<file path="src/rtl/pmp_csr_regfile_pkg.sv">
// Core configuration type and RISC-V PMP definitions shared by the PMP CSR
// register file, its per-entry registers and the PMP checkers.
package config_pkg;

  typedef struct packed {
    int unsigned       NrPMPEntries;
    logic [15:0][63:0] PMPCfgRstVal;
    logic [15:0][63:0] PMPAddrRstVal;
    logic [15:0]       PMPEntryReadOnly;
  } cva6_cfg_t;

  localparam cva6_cfg_t cva6_cfg_default = '{
    NrPMPEntries:     32'd8,
    PMPCfgRstVal:     '0,
    PMPAddrRstVal:    '0,
    PMPEntryReadOnly: '0
  };

endpackage

package riscv_pkg;

  typedef enum logic [1:0] {
    OFF   = 2'b00,
    TOR   = 2'b01,
    NA4   = 2'b10,
    NAPOT = 2'b11
  } pmp_addr_mode_t;

  typedef struct packed {
    logic x;
    logic w;
    logic r;
  } pmpcfg_access_t;

  typedef struct packed {
    logic           locked;
    logic [1:0]     reserved;
    pmp_addr_mode_t addr_mode;
    pmpcfg_access_t access_type;
  } pmpcfg_t;

  localparam logic [11:0] CSR_PMPCFG0  = 12'h3A0;
  localparam logic [11:0] CSR_PMPADDR0 = 12'h3B0;

  // Reserved bits 6:5 are hardwired to zero in every stored cfg byte.
  function automatic pmpcfg_t pmpcfg_legalize(input logic [7:0] b);
    return pmpcfg_t'(b & 8'h9F);
  endfunction

  // W=1 with R=0 is a reserved combination; such a write leaves the byte alone.
  function automatic logic pmpcfg_is_reserved(input logic [7:0] b);
    return b[1] & ~b[0];
  endfunction

endpackage

</file>
<file path="src/rtl/pmp_csr_regfile_entry.sv">
// One PMP entry: config byte and address register with WARL legalisation,
// sticky lock and TOR lock from the entry above.
module pmp_entry_reg
  import riscv_pkg::*;
#(
  parameter logic [7:0]  CfgRstVal  = 8'h00,
  parameter logic [31:0] AddrRstVal = 32'h0,
  parameter bit          ReadOnly   = 1'b0
) (
  input  logic        i_clk,
  input  logic        i_rst_n,
  input  logic        i_cfg_we,
  input  logic [7:0]  i_cfg_wdata,
  input  logic        i_addr_we,
  input  logic [31:0] i_addr_wdata,
  input  logic        i_next_tor_lock,
  output pmpcfg_t     o_cfg,
  output logic [31:0] o_addr,
  output logic        o_tor_lock
);

  pmpcfg_t     r_cfg;
  logic [31:0] r_addr;
  logic        w_cfg_ok;
  logic        w_addr_ok;

  // Both decisions use the pre-write lock, so a lock set now only binds later requests.
  assign w_cfg_ok  = !ReadOnly && !r_cfg.locked && !pmpcfg_is_reserved(i_cfg_wdata);
  assign w_addr_ok = !ReadOnly && !r_cfg.locked && !i_next_tor_lock;

  always_ff @(posedge i_clk or negedge i_rst_n) begin
    if (!i_rst_n) begin
      r_cfg  <= pmpcfg_legalize(CfgRstVal);
      r_addr <= AddrRstVal;
    end else begin
      if (i_cfg_we && w_cfg_ok) begin
        r_cfg <= pmpcfg_legalize(i_cfg_wdata);
      end
      if (i_addr_we && w_addr_ok) begin
        r_addr <= i_addr_wdata;
      end
    end
  end

  assign o_cfg      = r_cfg;
  assign o_addr     = r_addr;
  assign o_tor_lock = r_cfg.locked && (r_cfg.addr_mode == TOR);

endmodule

</file>
<file path="src/rtl/pmp_csr_regfile.sv">
// Machine-mode PMP configuration/address CSR file feeding the PMP checkers.
// Handshake: csr_req_i has no ready; every request is accepted and answered by a single-cycle csr_rvalid_o pulse on the next cycle.
module pmp_csr_regfile
  import riscv_pkg::*;
#(
  parameter config_pkg::cva6_cfg_t CVA6Cfg   = config_pkg::cva6_cfg_default,
  parameter int unsigned           NrEntries = CVA6Cfg.NrPMPEntries
) (
  input  logic                        clk_i,
  input  logic                        rst_ni,
  input  logic                        csr_req_i,
  input  logic                        csr_we_i,
  input  logic [11:0]                 csr_addr_i,
  input  logic [31:0]                 csr_wdata_i,
  output logic                        csr_rvalid_o,
  output logic [31:0]                 csr_rdata_o,
  output logic                        csr_err_o,
  output pmpcfg_t [NrEntries-1:0]     pmpcfg_o,
  output logic [NrEntries-1:0][31:0]  pmpaddr_o
);

  logic                 w_is_cfg;
  logic                 w_is_addr;
  logic                 w_wr;
  logic [31:0]          w_rdata;
  logic [NrEntries:0]   w_tor_lock;
  logic                 r_rvalid;
  logic [31:0]          r_rdata;
  logic                 r_err;

  assign w_is_cfg  = (csr_addr_i[11:2] == CSR_PMPCFG0[11:2]);
  assign w_is_addr = (csr_addr_i[11:4] == CSR_PMPADDR0[11:4]);
  assign w_wr      = csr_req_i && csr_we_i;

  // The topmost implemented entry has no successor that could TOR-lock it.
  assign w_tor_lock[NrEntries] = 1'b0;

  for (genvar i = 0; i < NrEntries; i++) begin : g_entry
    pmp_entry_reg #(
      .CfgRstVal  (CVA6Cfg.PMPCfgRstVal[i][7:0]),
      .AddrRstVal (CVA6Cfg.PMPAddrRstVal[i][31:0]),
      .ReadOnly   (CVA6Cfg.PMPEntryReadOnly[i])
    ) u_entry (
      .i_clk           (clk_i),
      .i_rst_n         (rst_ni),
      .i_cfg_we        (w_wr && w_is_cfg && (csr_addr_i[1:0] == 2'(i / 4))),
      .i_cfg_wdata     (csr_wdata_i[8*(i%4) +: 8]),
      .i_addr_we       (w_wr && w_is_addr && (csr_addr_i[3:0] == 4'(i))),
      .i_addr_wdata    (csr_wdata_i),
      .i_next_tor_lock (w_tor_lock[i+1]),
      .o_cfg           (pmpcfg_o[i]),
      .o_addr          (pmpaddr_o[i]),
      .o_tor_lock      (w_tor_lock[i])
    );
  end

  // Unimplemented entries and non-PMP addresses fall through to zero.
  always_comb begin
    w_rdata = '0;
    for (int unsigned i = 0; i < NrEntries; i++) begin
      if (w_is_cfg && (csr_addr_i[1:0] == 2'(i / 4))) begin
        w_rdata[8*(i%4) +: 8] = pmpcfg_o[i];
      end
      if (w_is_addr && (csr_addr_i[3:0] == 4'(i))) begin
        w_rdata = pmpaddr_o[i];
      end
    end
  end

  always_ff @(posedge clk_i or negedge rst_ni) begin
    if (!rst_ni) begin
      r_rvalid <= 1'b0;
      r_rdata  <= '0;
      r_err    <= 1'b0;
    end else begin
      r_rvalid <= csr_req_i;
      if (csr_req_i) begin
        r_rdata <= w_rdata;
        r_err   <= !(w_is_cfg || w_is_addr);
      end
    end
  end

  assign csr_rvalid_o = r_rvalid;
  assign csr_rdata_o  = r_rdata;
  assign csr_err_o    = r_err;

endmodule

</file>
<file path="config.mk">
export PLATFORM = sky130hd
export DESIGN_NAME = pmp_csr_regfile
export DESIGN_NICKNAME = d
export VERILOG_FILES = /design/src/rtl/pmp_csr_regfile_pkg.sv /design/src/rtl/pmp_csr_regfile_entry.sv /design/src/rtl/pmp_csr_regfile.sv
export SDC_FILE = /design/constraint.sdc
export NUM_CORES = 1
export LEC_CHECK = 0
export CORE_MARGIN = 2
export CORE_UTILIZATION = 45
export CTS_BUF_LIST = sky130_fd_sc_hd__clkbuf_2 sky130_fd_sc_hd__clkbuf_4 sky130_fd_sc_hd__clkbuf_8
export CTS_CLUSTER_DIAMETER = 60
export DETAILED_ROUTE_END_ITERATION = 6
export PLACE_DENSITY = 0.73
export SKIP_LAST_GASP = 1
export SLEW_MARGIN = 30
export SYNTH_ARGS = -nofsm -noshare
export SYNTH_HDL_FRONTEND = slang
export SYNTH_SLANG_ARGS = --single-unit
</file>
<file path="constraint.sdc">
create_clock -name clk_i -period 3.76 [get_ports clk_i]
set_clock_uncertainty 0.1 [all_clocks]
set_input_delay 0.752 -clock clk_i [delete_from_list [all_inputs] [get_ports clk_i]]
set_output_delay 0.752 -clock clk_i [all_outputs]
set_load 0.1 [all_outputs]
</file>
Word-level counts from Yosys, hierarchy flattened --
Index checks and enable logic that the tools add are counted.
Word-level totals: input port bits 48, word-level logic and storage cells 176, output and inout bits 354, register bits 338
Operators by class: reductions and logical operators 84, bitwise operators 8, muxes and demuxes 16, equal/unequal tests 17
Operators with widths (number):
- $mux 32 | 8
- $mux 8 | 8
- $logic_and 1x1->1 | 61
- $logic_not 1->1 | 20
- $eq 2x1->1 const B | 8
- $eq 4x3->1 const B | 4
- $eq 10x8->1 const B | 1
- $eq 4x2->1 const B | 2
- $eq 8x6->1 const B | 1
- $and 1x1->1 | 4
- $eq 4x1->1 const B | 1
- $logic_not 4->1 | 1
- $not 1->1 | 4
- $logic_not 2->1 | 1
- $logic_or 1x1->1 | 1

Depth between registers and ports, before layout --
word-level depth 18, gate-level depth with buffers 10, mapped depth without buffers 6

Modules after synthesis --
A second synthesis with hierarchy kept.
Second synthesis, totals: cell total of the unflattened synthesis 1322, area total of the unflattened synthesis 16305.6 um2
By module, submodules not included:
- pmp_entry_reg | seq. area each 950.9 um2, cells an instance 90, times used 8, area an instance 1482.7 um2
- pmp_csr_regfile | seq. area each 850.8 um2, cells an instance 602, times used 1, area an instance 4444.3 um2

Worst setup path before layout --
No wires, ideal clock.
kind input-to-reg, from input port csr_addr_i[6], to register g_entry[3].u_entry.r_addr[12], cell stages on the path 7, data required time 3.534 ns, path buffers 2, arrival time 2.674 ns, library setup time 0.126 ns, setup slack 0.860 ns, cells stage by stage nand4b_1 nor3_4 nand3_2 or4_1 buf_2 buf_6 mux2_4
Between the ends: longest elaborated chain between the ends 4
RTL lines:
- from (decl) | line pmp_csr_regfile.sv:13 | input logic [11:0] csr_addr_i,
- $eq 8x6->1 | line pmp_csr_regfile.sv:32 | assign w_is_addr = (csr_addr_i[11:4] == CSR_PMPADDR0[11:4]);
- $logic_and 1x1->1 (2 in series) | line pmp_csr_regfile.sv:48 | .i_addr_we (w_wr && w_is_addr && (csr_addr_i[3:0] == 4'(i))),
- $logic_and 1x1->1 | line pmp_csr_regfile_entry.sv:39 | if (i_addr_we && w_addr_ok) begin
- to (signal assigned) | line pmp_csr_regfile_entry.sv:34 | r_addr <= AddrRstVal;
- to (signal assigned) | line pmp_csr_regfile_entry.sv:40 | r_addr <= i_addr_wdata;
- to (decl) | line pmp_csr_regfile_entry.sv:23 | logic [31:0] r_addr;
No other way between the ends. A chain may end at the register's enable or synchronous reset.

Worst setup path in the final report --
from input port csr_addr_i[3], to register g_entry[3].u_entry.r_addr[23]
Between the ends: longest elaborated chain between the ends 3
RTL lines (line):
- $eq 4x2->1 | pmp_csr_regfile.sv:48
- $logic_and 1x1->1 | pmp_csr_regfile.sv:48
- $logic_and 1x1->1 | pmp_csr_regfile_entry.sv:39
No other way between the ends.

==> reports/qor_table.md <==
| Parameter | Reported | Unit |
|---|---|---|
| Run status | finished clean | - |
| Gr usage total | 0.3427 | - |
| Category of cells accounting for the largest share of critical-path delay | simple AND/OR/NAND/NOR gates | - |
| Critical path type | input port to flop | - |
| Largest stage delay, worst path | 0.77 | ns |
| Relative slew margins | 0.3001 | - |
| Synth Area per Inst | 12.14 | µm² |
| Startpoint type of the worst setup path | input port | - |
| Cell taking the most area after synthesis | dfrtp_1 | - |
| Register bit count reported by yosys | 338 | - |
| Max FO, Critical Path | 19 | - |
| Peak supply drop | 0.3510 | mV |
| Num CTS Buffers | 58 | - |
| Chain of cells forming the critical path | clkdlybuf4s50_1, or2_1, nor3_4, nand3_2, or4_2, buf_4, mux2_4 | - |
| Slew at the pin closest to its max-slew limit | 1.047 | ns |
| Number of nets in the final layout | 1824 | - |
| Top cells by area in the synthesized netlist | dfrtp_1, mux2_2, mux2_4, o21ai_0, a21oi_1 | - |
| Kind of end point of the critical path | flop | - |
| First-pass detailed-route iteration total | 7 | - |
| Combined flip-flop and latch cell area | 0.008458 | mm² |
| PortBufs | 385 | - |
| Boundary pin count | 402 | - |
| Filler Cell Count | 2912 | - |
| Antenna Violating Nets Remaining | 0 | - |
| Global placement routability congestion | 0.9716 | - |
| Hold Crit Class | input port to async pin | - |
| Global-route wire length before repair | 96790 | µm |
| Sequential share of the synthesized area | 0.5201 | - |
| Quantity of gates resized following cts | 0 | - |
| Area growth from synthesis to layout | 35.44 | % |
| # hold bufs at CTS | 0 | - |
| Post-DP HPWL | 47770 | µm |
| Placement-stage cell area | 0.02080 | mm² |
| Most repeated cell in the gate-level netlist after synthesis | dfrtp_1 | - |
| Number of levels in the clock H-tree | 2 | - |
| Design area | 0.02202 | mm² |
| Area enclosed by the die boundary | 0.03767 | mm² |
| Cell count after synthesis | 1339 | - |
| Crit path max-delay cell type | or4_2 | - |
| Standby leakage power | 10.32 | nW |
| Total power per unit cell area | 361.3 | mW/mm² |
| Maximum number of pins on one net before global-route repair | 92 | - |
| Number of sinks driven by the clock tree | 338 | - |
| Final Hold Violating Endpoints | 0 | - |
| Total count of max-transition violations in the final report | 0 | - |
| Via total after detailed routing | 14094 | - |
| Worst-case clock buffer depth | 3 | - |
| Number of flops mapped to enable cells by yosys | 0 | - |
| Overall overflow remaining after global route | 0 | - |
| Max cap viols | 0 | - |
| Highest clock rate | 313.7 | MHz |
| Final TNS setup | 0 | ns |
| YS warnings | 0 | - |
| Insertion delay to the later sink of the worst-skew pair | 0.61 | ns |
| Final Setup Violations | 0 | - |
| Setup repair after global routing missed its margin | no | - |
| Clock slew seen by the registers of the worst setup and hold paths | 0.06 | ns |
| Routed wire per std cell | 28.79 | µm |
| Footprint of the multi-input gates | 0.007284 | mm² |
| Buffer count from post-CTS setup fixing | 0 | - |
| Clock period minus final worst setup slack | 3.187 | ns |
| Number of distinct standard cells referenced by the synthesized netlist | 75 | - |
| Arrival time worst endpoint | 3.57 | ns |
| Synth top cells by count | dfrtp_1, mux2_2, o21ai_0 | - |
| Most instantiated flip-flop cell in the synthesis netlist | dfrtp_1 | - |
| Clk root buf | clkbuf_8 | - |
| Fraction of synthesized cell area taken by the top area cell type | 0.5201 | - |
| Drt drc | 0 | - |
| Core Region | 0.03557 | mm² |
| Starting Density | 0.4572 | - |
| Crit path buffers/inverters | 2 | - |
| Final worst-path cycle share | 0.8477 | - |
| Via count of the first global-routing pass | 14251 | - |
| Proportion of register bits with asynchronous set or reset after synthesis | 1.000 | - |
| Register-to-register setup slack | 1.27 | ns |
| Cell area after technology mapping | 0.01626 | mm² |
| Number of placement rows | 69 | - |
| TritonCTS clock tree | built | - |
| DR iter-0 viols | 1377 | - |
| Data required time at the worst endpoint | 4.14 | ns |
| Routed wire length | 65780 | µm |
| Vert. Die Dim | 194.1 | µm |
| Routed via count divided by cell count | 6.168 | - |
| Layout cell share with drive strength beyond 1 | 0.3575 | - |
| Antenna violations before repair | 2 | - |
| Chip width | 194.1 | µm |
==> worst paths after layout <==
check                                       startpoint  cells after the start                       endpoint
setup / recovery                         csr_addr_i[3]                      7  g_entry[3].u_entry.o_addr[23]
hold / removal                                  rst_ni                      1  g_entry[2].u_entry.o_addr[29]
setup reg to reg           g_entry[4].u_entry.o_cfg[7]                      4  g_entry[3].u_entry.o_addr[23]
hold reg to reg                              csr_err_o                      1                      csr_err_o
max in group asynchronous                       rst_ni                      2   g_entry[5].u_entry.o_addr[4]
min in group clk_i                           csr_err_o                      1                      csr_err_o
==> registers in the layout, indices dropped and copies added, names as in the netlist <==
register	cells
g_entry.u_entry.o_cfg	48
csr_rdata_o	32
csr_rvalid_o	1
csr_err_o	1
g_entry.u_entry.o_addr	256
==> cells by family after synthesis <==
logic type | Yosys count | share of synthesized area
compound gates | 287 | 0.1209
xor+xnor | 2 | 0.001077
buf+inv | 139 | 0.03947
flops | 338 | 0.5201
mux | 326 | 0.2353
other cells | 1 | 0.0002306
simple gates | 246 | 0.08294
==> power breakdown <==
part	internal [mW]	switching (mW)	leakage, nW	total (mW)
clock	1.98	1.55	0.659	3.53
combinational	0.178	0.567	4.98	0.745
sequential	3.66	0.0193	4.68	3.68
==> final cells by class <==
type                       instances  share of cell area
clock inverter                    13            0.004886
tap                              461             0.02619
antenna                            3           0.0003409
clock buffer                      92             0.05153
timing repair buffer             492              0.2008
multi-input combinational        877              0.3307
inverter                           9            0.001534
sequential                       338              0.3840
==> stage by stage <==
stage	setup slack [ns]	total power, mW	hold WS [ns]	util	std cells
floorplan	0.8604	4.170	0.3564	-	1354
global placement	0.01891	4.477	0.3845	0.5852	2177
detailed placement	0.02961	4.481	0.3841	0.5848	2177
CTS	0.6458	7.984	0.08847	0.6197	2282
global route	0.5601	8.202	0.1254	0.6191	2284
finish	0.5726	7.958	0.08574	0.6192	2285
==> layout by cell type, fill, tap and decap left out, types with 10 or more instances in the layout <==
master,instances
clkbuf_4,21
nand2_1,58
mux2i_1,20
nor3_1,16
o22ai_1,18
a21oi_1,50
nor2b_1,12
dfrtp_1,338
buf_2,11
mux2_4,30
nor2_1,62
buf_4,203
or3_1,19
o21ai_0,69
o32ai_1,10
nand2b_1,10
o21bai_1,14
clkdlybuf4s50_1,270
conb_1,16
clkbuf_8,71
a22oi_1,17
a221oi_1,13
mux2_2,261
==> layer usage <==
| layer | vias up | routed length, µm | GRT usage |
|---|---|---|---|
| li1 | 5857 | - | - |
| met1 | 7143 | 25680 | 0.4516 |
| met2 | 927 | 30750 | 0.5415 |
| met3 | 167 | 6578 | 0.08419 |
| met4 | 0 | 2767 | 0.1445 |
| met5 | - | 0 | 0 |
Power figures use the tool's default switching activity.
